File: src/rtl/hazard_pkg.sv
// Shared types for the hazard scoreboard: FSM state encoding and the per-stage slot record.
package hazard_pkg;

   localparam int unsigned REG_ADDR_W = 5;

   typedef enum logic [1:0] {
      RUN    = 2'd0,
      BUBBLE = 2'd1,
      FREEZE = 2'd2
   } state_t;

   typedef struct packed {
      logic                  valid;
      logic [REG_ADDR_W-1:0] rd;
      logic                  regwrite;
      logic                  memread;
   } slot_t;

endpackage

File: src/rtl/hazard_slot.sv
// One pipeline slot register: synchronous clear, otherwise loads unless held.
module hazard_slot
   import hazard_pkg::*;
(
   input  logic  clk,
   input  logic  clr,
   input  logic  hold,
   input  slot_t d,
   output slot_t q
);

   always_ff @(posedge clk) begin
      if (clr) begin
         q <= '0;
      end else if (!hold) begin
         q <= d;
      end
   end

endmodule

File: src/rtl/hazard_scoreboard.sv
// Tracks in-flight destinations through EX/MEM/WB and raises load-use stalls,
// memory-wait freezes and deferred branch flushes for the ID stage.
module hazard_scoreboard
   import hazard_pkg::*;
#(
   parameter int unsigned REG_ADDR_W = hazard_pkg::REG_ADDR_W,
   parameter int unsigned CNT_W      = 32
) (
   input  logic                  clk_i,
   input  logic                  rst_i,
   input  logic                  id_valid_i,
   input  logic [REG_ADDR_W-1:0] id_rs1_i,
   input  logic [REG_ADDR_W-1:0] id_rs2_i,
   input  logic                  id_use_rs1_i,
   input  logic                  id_use_rs2_i,
   input  logic [REG_ADDR_W-1:0] id_rd_i,
   input  logic                  id_regwrite_i,
   input  logic                  id_memread_i,
   input  logic                  flush_i,
   input  logic                  mem_stall_i,
   output logic                  stall_o,
   output logic                  bubble_o,
   output logic                  flush_o,
   output logic                  mem_regwrite_o,
   output logic [REG_ADDR_W-1:0] mem_rd_o,
   output logic                  wb_regwrite_o,
   output logic [REG_ADDR_W-1:0] wb_rd_o,
   output logic [1:0]            state_o,
   output logic [CNT_W-1:0]      lu_cnt_o,
   output logic [CNT_W-1:0]      frz_cnt_o
);

   slot_t            ex_q, mem_q, wb_q, ex_d;
   state_t           state_q, state_d;
   logic             load_use, stall_raw;
   logic [CNT_W-1:0] lu_cnt_q, frz_cnt_q;

   hazard_slot u_ex  (.clk(clk_i), .clr(rst_i), .hold(mem_stall_i), .d(ex_d),  .q(ex_q));
   hazard_slot u_mem (.clk(clk_i), .clr(rst_i), .hold(mem_stall_i), .d(ex_q),  .q(mem_q));
   hazard_slot u_wb  (.clk(clk_i), .clr(rst_i), .hold(mem_stall_i), .d(mem_q), .q(wb_q));

   // Only a load still in EX is unresolvable; MEM/WB loads are forwarded.
   always_comb begin
      load_use = id_valid_i & ex_q.valid & ex_q.memread & (ex_q.rd != '0) &
                 ((id_use_rs1_i & (id_rs1_i == ex_q.rd)) |
                  (id_use_rs2_i & (id_rs2_i == ex_q.rd)));
      stall_raw = mem_stall_i | load_use;
   end

   // A flushing branch still enters EX; flush_o only kills the IF/ID entry behind it.
   always_comb begin
      ex_d = '0;
      if (id_valid_i && !load_use) begin
         ex_d.valid    = 1'b1;
         ex_d.rd       = id_rd_i;
         ex_d.regwrite = id_regwrite_i;
         ex_d.memread  = id_memread_i;
      end
   end

   always_comb begin
      state_d = state_q;
      if (mem_stall_i) begin
         state_d = FREEZE;
      end else begin
         case (state_q)
            RUN:     state_d = load_use ? BUBBLE : RUN;
            BUBBLE:  state_d = RUN;
            FREEZE:  state_d = RUN;
            default: state_d = RUN;
         endcase
      end
   end

   always_ff @(posedge clk_i) begin
      if (rst_i) begin
         state_q   <= RUN;
         lu_cnt_q  <= '0;
         frz_cnt_q <= '0;
      end else begin
         state_q <= state_d;
         if ((state_q == RUN) && load_use && !mem_stall_i && (lu_cnt_q != '1)) begin
            lu_cnt_q <= lu_cnt_q + 1'b1;
         end
         if ((state_q == FREEZE) && (frz_cnt_q != '1)) begin
            frz_cnt_q <= frz_cnt_q + 1'b1;
         end
      end
   end

   // Every output is forced low while reset is asserted, including the registered ones.
   always_comb begin
      stall_o        = !rst_i & stall_raw;
      bubble_o       = !rst_i & load_use & !mem_stall_i;
      flush_o        = !rst_i & flush_i & !stall_raw;
      mem_regwrite_o = !rst_i & mem_q.valid & mem_q.regwrite;
      mem_rd_o       = (!rst_i && mem_q.valid) ? mem_q.rd : '0;
      wb_regwrite_o  = !rst_i & wb_q.valid & wb_q.regwrite;
      wb_rd_o        = (!rst_i && wb_q.valid) ? wb_q.rd : '0;
      state_o        = rst_i ? 2'd0 : state_q;
      lu_cnt_o       = rst_i ? '0 : lu_cnt_q;
      frz_cnt_o      = rst_i ? '0 : frz_cnt_q;
   end

endmodule

File: config.mk
export PLATFORM = sky130hd
export DESIGN_NAME = hazard_scoreboard
export DESIGN_NICKNAME = d
export VERILOG_FILES = /design/src/rtl/hazard_pkg.sv /design/src/rtl/hazard_slot.sv /design/src/rtl/hazard_scoreboard.sv
export SDC_FILE = /design/constraint.sdc
export NUM_CORES = 1
export LEC_CHECK = 0
export BUFFER_PORTS_ARGS = -buffer_cell sky130_fd_sc_hd__buf_2
export CORE_MARGIN = 2
export CORE_UTILIZATION = 54
export DETAILED_ROUTE_END_ITERATION = 16
export PLACE_DENSITY_LB_ADDON = 0.2
export SYNTH_ARGS = -nofsm -noshare
export SYNTH_HDL_FRONTEND = slang
export SYNTH_SLANG_ARGS = --single-unit
File: constraint.sdc
create_clock -name clk_i -period 3.3 [get_ports clk_i]
set_clock_uncertainty 0.15 [all_clocks]
set_input_delay 0.66 -clock clk_i [delete_from_list [all_inputs] [get_ports clk_i]]
set_output_delay 0.66 -clock clk_i [all_outputs]
set_load 0.02 [all_outputs]
=== Word level (Yosys, flattened, before mapping) ===
Cells that the tools add are included.

* Register bits after elaboration: 88
* Input bits: 24
* Output and inout bits: 81

* Add/sub/neg operators: 2
* Eq/ne operators: 5
* Multiplexer cells: 9
* Bitwise operators: 18
* Reduce and logical (&&, ||, !) cells: 14

{| class="wikitable"
|+ Operator list
! cell !! number
|-
| $add A32 B1 Y32 const B || 2
|-
| $mux W32 || 2
|-
| $ne A32 B32 Y1 const B || 2
|-
| $and A1 B1 Y1 || 15
|-
| $eq A5 B5 Y1 || 2
|-
| $mux W5 || 2
|-
| $mux W8 || 1
|-
| $logic_and A1 B1 Y1 || 7
|-
| $reduce_bool A5 Y1 || 1
|-
| $logic_not A1 Y1 || 4
|-
| $mux W2 || 2
|-
| $reduce_or A3 Y1 || 1
|-
| $eq A2 B2 Y1 const B || 1
|-
| $logic_not A2 Y1 || 1
|-
| $mux W1 || 2
|-
| $or A1 B1 Y1 || 2
|-
| $not A1 Y1 || 1
|}

=== Logic depth before layout (Yosys ltp) ===
* Depth in word-level cells: 7
* Depth in mapped cells: 10
* Mapped depth without buffers: 7

=== Hierarchy ===
A second synthesis with hierarchy kept.

* Cell total of the unflattened synthesis: 571
* Area total of the unflattened synthesis: 4683.2 um^2

{| class="wikitable"
|+ Modules (own cells, without submodules)
! module !! times used !! cells each !! area each (um^2) !! sequential area each (um^2)
|-
| hazard_scoreboard || 1 || 493 || 3827.4 || 1321.3
|-
| hazard_slot || 3 || 26 || 285.3 || 160.2
|}

=== Worst setup path after synthesis ===
OpenSTA, ideal clock, no wires.

* Kind: input to register
* Start: in mem_stall_i
* End: reg lu_cnt_q[15]
* Library setup time: 0.070 ns
* Arrival time: 2.586 ns
* Data required time: 3.080 ns
* Slack: 0.493 ns
* Stages on the path: 6
* Buffers on the path: 2
* Cells stage by stage: clkbuf_1 or4_4 or3_4 buf_6 or4_1 a21oi_1

* Word-level cells in the longest chain between the ends: 3

{| class="wikitable"
|+ Ends and longest elaborated chain
! item !! RTL line !! source
|-
| start, declared || hazard_scoreboard.sv:20 || <nowiki>input logic mem_stall_i,</nowiki>
|-
| $logic_not A1 Y1 || hazard_scoreboard.sv:82 || <nowiki>if ((state_q == RUN) && load_use && !mem_stall_i && (lu_cnt_q != '1)) begin</nowiki>
|-
| $logic_and A1 B1 Y1 (2 in series) || hazard_scoreboard.sv:82 ||
|-
| end signal, assigned || hazard_scoreboard.sv:83 || <nowiki>lu_cnt_q <= lu_cnt_q + 1'b1;</nowiki>
|-
| end, declared || hazard_scoreboard.sv:36 || <nowiki>logic [CNT_W-1:0] lu_cnt_q, frz_cnt_q;</nowiki>
|}

Every way passes these cells.
A chain may end at the register's enable or synchronous reset.

=== Final worst setup path ===
* Start: reg u_ex.q[5] in the netlist's numbering
* End: reg lu_cnt_q[14]

* Word-level cells in the longest chain between the ends: 7
* Elaborated cells between the ends (all ways): 11

{| class="wikitable"
|+ Ends and longest elaborated chain
! item !! RTL line !! source
|-
| start, declared || hazard_slot.sv:9 || <nowiki>output slot_t q</nowiki>
|-
| start signal, assigned || hazard_slot.sv:14 || <nowiki>q <= '0;</nowiki>
|-
| start signal, assigned || hazard_slot.sv:16 || <nowiki>q <= d;</nowiki>
|-
| $eq A5 B5 Y1 (on tied branches) || hazard_scoreboard.sv:45, hazard_scoreboard.sv:46 ||
|-
| $and A1 B1 Y1 (on tied branches) || hazard_scoreboard.sv:45, hazard_scoreboard.sv:46 ||
|-
| $or A1 B1 Y1 || hazard_scoreboard.sv:45 || <nowiki>((id_use_rs1_i & (id_rs1_i == ex_q.rd)) |</nowiki>
|-
| $and A1 B1 Y1 (*) || hazard_scoreboard.sv:44 || <nowiki>load_use = id_valid_i & ex_q.valid & ex_q.memread & (ex_q.rd != '0) &</nowiki>
|-
| $logic_and A1 B1 Y1 (*) (3 in series) || hazard_scoreboard.sv:82 ||
|}

Every way passes the cells marked *; elsewhere a longest branch is shown, timed or not.

==> results.ini <==
[global_routing]
grt_pass1_wl_mm = 18.1
grt_pass1_vias = 3968
grt_util_all_layers = 0.227
grt_overflow = 0
grt_max_degree = 57
antenna_found_initial = 0

[worst_setup_path]
crit_type = reg -> reg
crit_fanout = 5
crit_path_start_kind = register
worst-endpoint-arrival_ns = 3.05
end_kind = register
critPathRequiredTime_ns = 3.41

[cts]
cts_tree = built
clkLatencyLatePin_ns = 0.36
htree_levels = 3
clock-sinks = 88
numCtsBuffers = 9
clk_pin_slew_worst_paths_ns = 0.09
hold_buffers = 0
cts_root_buffer = clkbuf_8
cts_resized = 0
cts_setup_buffers = 0
clockBufferDepth = 2

[sta]
finalHoldViolations = 0
tightest_slew_ns = 0.961
rsz0062_at_grt = no
fin_crit_sh = 0.893
tns_ns = 0
setup_viol = 0
slew_headroom = 0.353
slew_viol_final = 0
min_period_ns = 2.95
max_freq_ghz = 0.339

[synth]
ys_seq_elements = 88
synth_compound_area_frac = 0.0668
yosys.area.top_type_share = 0.379
synth-edff-count = 0
synth_cells = 567
ys.flop_type = dfxtp_1
yosys.area.top_type = dfxtp_1
synth.area.mux_share = 0.0711
synth_fp_nets = 593
ys_async_sr_fraction = 0
ys_types = 45
synth_simple_gate_area_frac = 0.373
syn_area_mm2 = 0.00465
synthXorXnorAreaFrac = 0.0716
synth_top_family_by_area = simple AND/OR/NAND/NOR gates
avgSynthCellArea_um2 = 8.20
ys_warn_count = 0
ys_top_cells_by_area = dfxtp_1 38%, nor2b_1 8.1%, nor2_1 6.9%
ys_seq_area_frac = 0.379
post_synth_fa_ha_maj_area_fraction = 0.00538

[floorplan]
die_y_um = 96.8
std_cell_rows = 33
core_region_area_mm2 = 0.00830
die_w_um = 96.8
ioPinCount = 105
start_util = 0.560
die_area_mm2 = 0.00937

[cells_and_area]
postLayoutCoreUtil = 0.659
final_layout_size_suffix_gt1_frac = 0.220
antennaDiodeCount = 0
n_fill_cell = 741
syn_to_final_growth_pct = 17.6
fin_nets = 688
layout_common_cells = 103 x buf_2, 88 x dfxtp_1, 85 x nor2_1, 60 x nor2b_1, 31 x nand2_1
layout_commonest_cell = buf_2

[pwr]
powerDensity_mw_per_mm2 = 374
p_leak_nw = 2.24
peakVddDrop_mv = 0.264

[routing]
vias_per_cell = 5.61
drc = 0
drtIter0Drc = 123
finalWirelength_mm = 10.9
first_pass_iters = 7
num_vias = 4316
wl_per_cell_um = 14.2
final_antenna_net_count = 0

[placed_design]
gp_congestion = 0.887
port_buffers = 104
hpwl_mm = 7.87

[flow_run]
cap_violations = 0

[status]
status = finished clean

[hold_path]
hold_path_class = reg -> reg

-- synth_stat cells, types with 3 or more instances --
library cell  count
o31ai_1           4
nor3b_1           3
a22o_1            7
and2_1           21
or3_1             9
mux2_2           16
inv_1            11
nand3_1          22
o21ai_0          11
or4_1             8
nor2_1           85
xor2_1           14
dfxtp_1          88
buf_1             6
and3_1            6
nand4_1          25
nor4_1           14
a21oi_1          15
nor2b_1          60
xnor2_1          24
nand2_1          31
nor3_1           20
and4_1            7
nand2b_1          3
mux2i_1          15
clkbuf_1         18
-- report_power, final --
part | internal [W] | total (W) | switching [W]
Sequential | 0.00107 | 0.00108 | 0.0000105
Combinational | 0.0000403 | 0.000102 | 0.0000619
Clock | 0.000494 | 0.000864 | 0.000370
Total | 0.00160 | 0.00205 | 0.000442
-- state kept, by name, indices dropped and copies added (netlist names) --
signal,flops
u_ex.q,8
state_q,2
frz_cnt_q,32
u_wb.q,7
u_mem.q,7
lu_cnt_q,32
-- cells by family (layout without fill, tap and decap cells) --
kind of cell,after synthesis,in the layout
AOI/OAI and AO/OA,47,47
xor gates and xnor gates,38,38
adders and majority gates,2,2
buffers and inverters,38,136
DFF,88,88
muxes,31,31
and+or+nand+nor,323,323
-- metal layers --
metal  global-route usage  vias to the layer above  routed length [µm]
li1                     -                     2163                   -
met1                0.285                     2027                4790
met2                0.397                      112                5490
met3               0.0390                       14                 490
met4               0.0748                        0                 167
met5                    0                        -                   0
-- worst paths after layout --
check / from / to / slack [ns] / cells after the start
worst min register to register: u_wb.q[5]$_SDFFE_PP0N_ / u_wb.q[5]$_SDFFE_PP0N_ / 0.35 / 2
worst max register to register: u_ex.q[5]$_SDFFE_PP0N_ / lu_cnt_q[14]$_SDFFE_PP0P_ / 0.35 / 6
worst min-delay path: u_wb.q[5]$_SDFFE_PP0N_ / u_wb.q[5]$_SDFFE_PP0N_ / 0.35 / 2
worst max-delay path: u_ex.q[5]$_SDFFE_PP0N_ / lu_cnt_q[14]$_SDFFE_PP0P_ / 0.35 / 6
-- cell type report --
| type | instances | area [µm²] | area share |
|---|---|---|---|
| multi-input cells | 441 | 2730 | 0.500 |
| flip-flops and latches | 88 | 1760 | 0.322 |
| repair buffers | 111 | 576 | 0.105 |
| well taps | 105 | 131 | 0.0240 |
| clock buffers | 10 | 128 | 0.0233 |
| clock inverters | 4 | 95.1 | 0.0174 |
| inverters | 11 | 41.3 | 0.00755 |
-- through the flow --
step           total power [W]  area, µm²  worst slack (ns)  hold slack (ns)  instances
4_1_cts                0.00206       5470             0.413            0.353        770
6_report               0.00205       5470             0.352            0.352        770
3_3_place_gp           0.00120       5240             0.373            0.319        756
3_5_place_dp           0.00121       5240             0.279            0.338        756
5_1_grt                0.00212       5470             0.256            0.348        770
2_1_floorplan          0.00117       4650             0.493            0.299        567
-- critical path, cell delays in order (launching register included) --
cell       delay, ns
dfxtp_1         0.45
or4_1           0.17
o2111ai_2       0.14
or4_4           0.48
nor4_1          0.80
and4_1          0.31
mux2_2          0.34
Note: power is estimated with default switching activity, not from simulation.
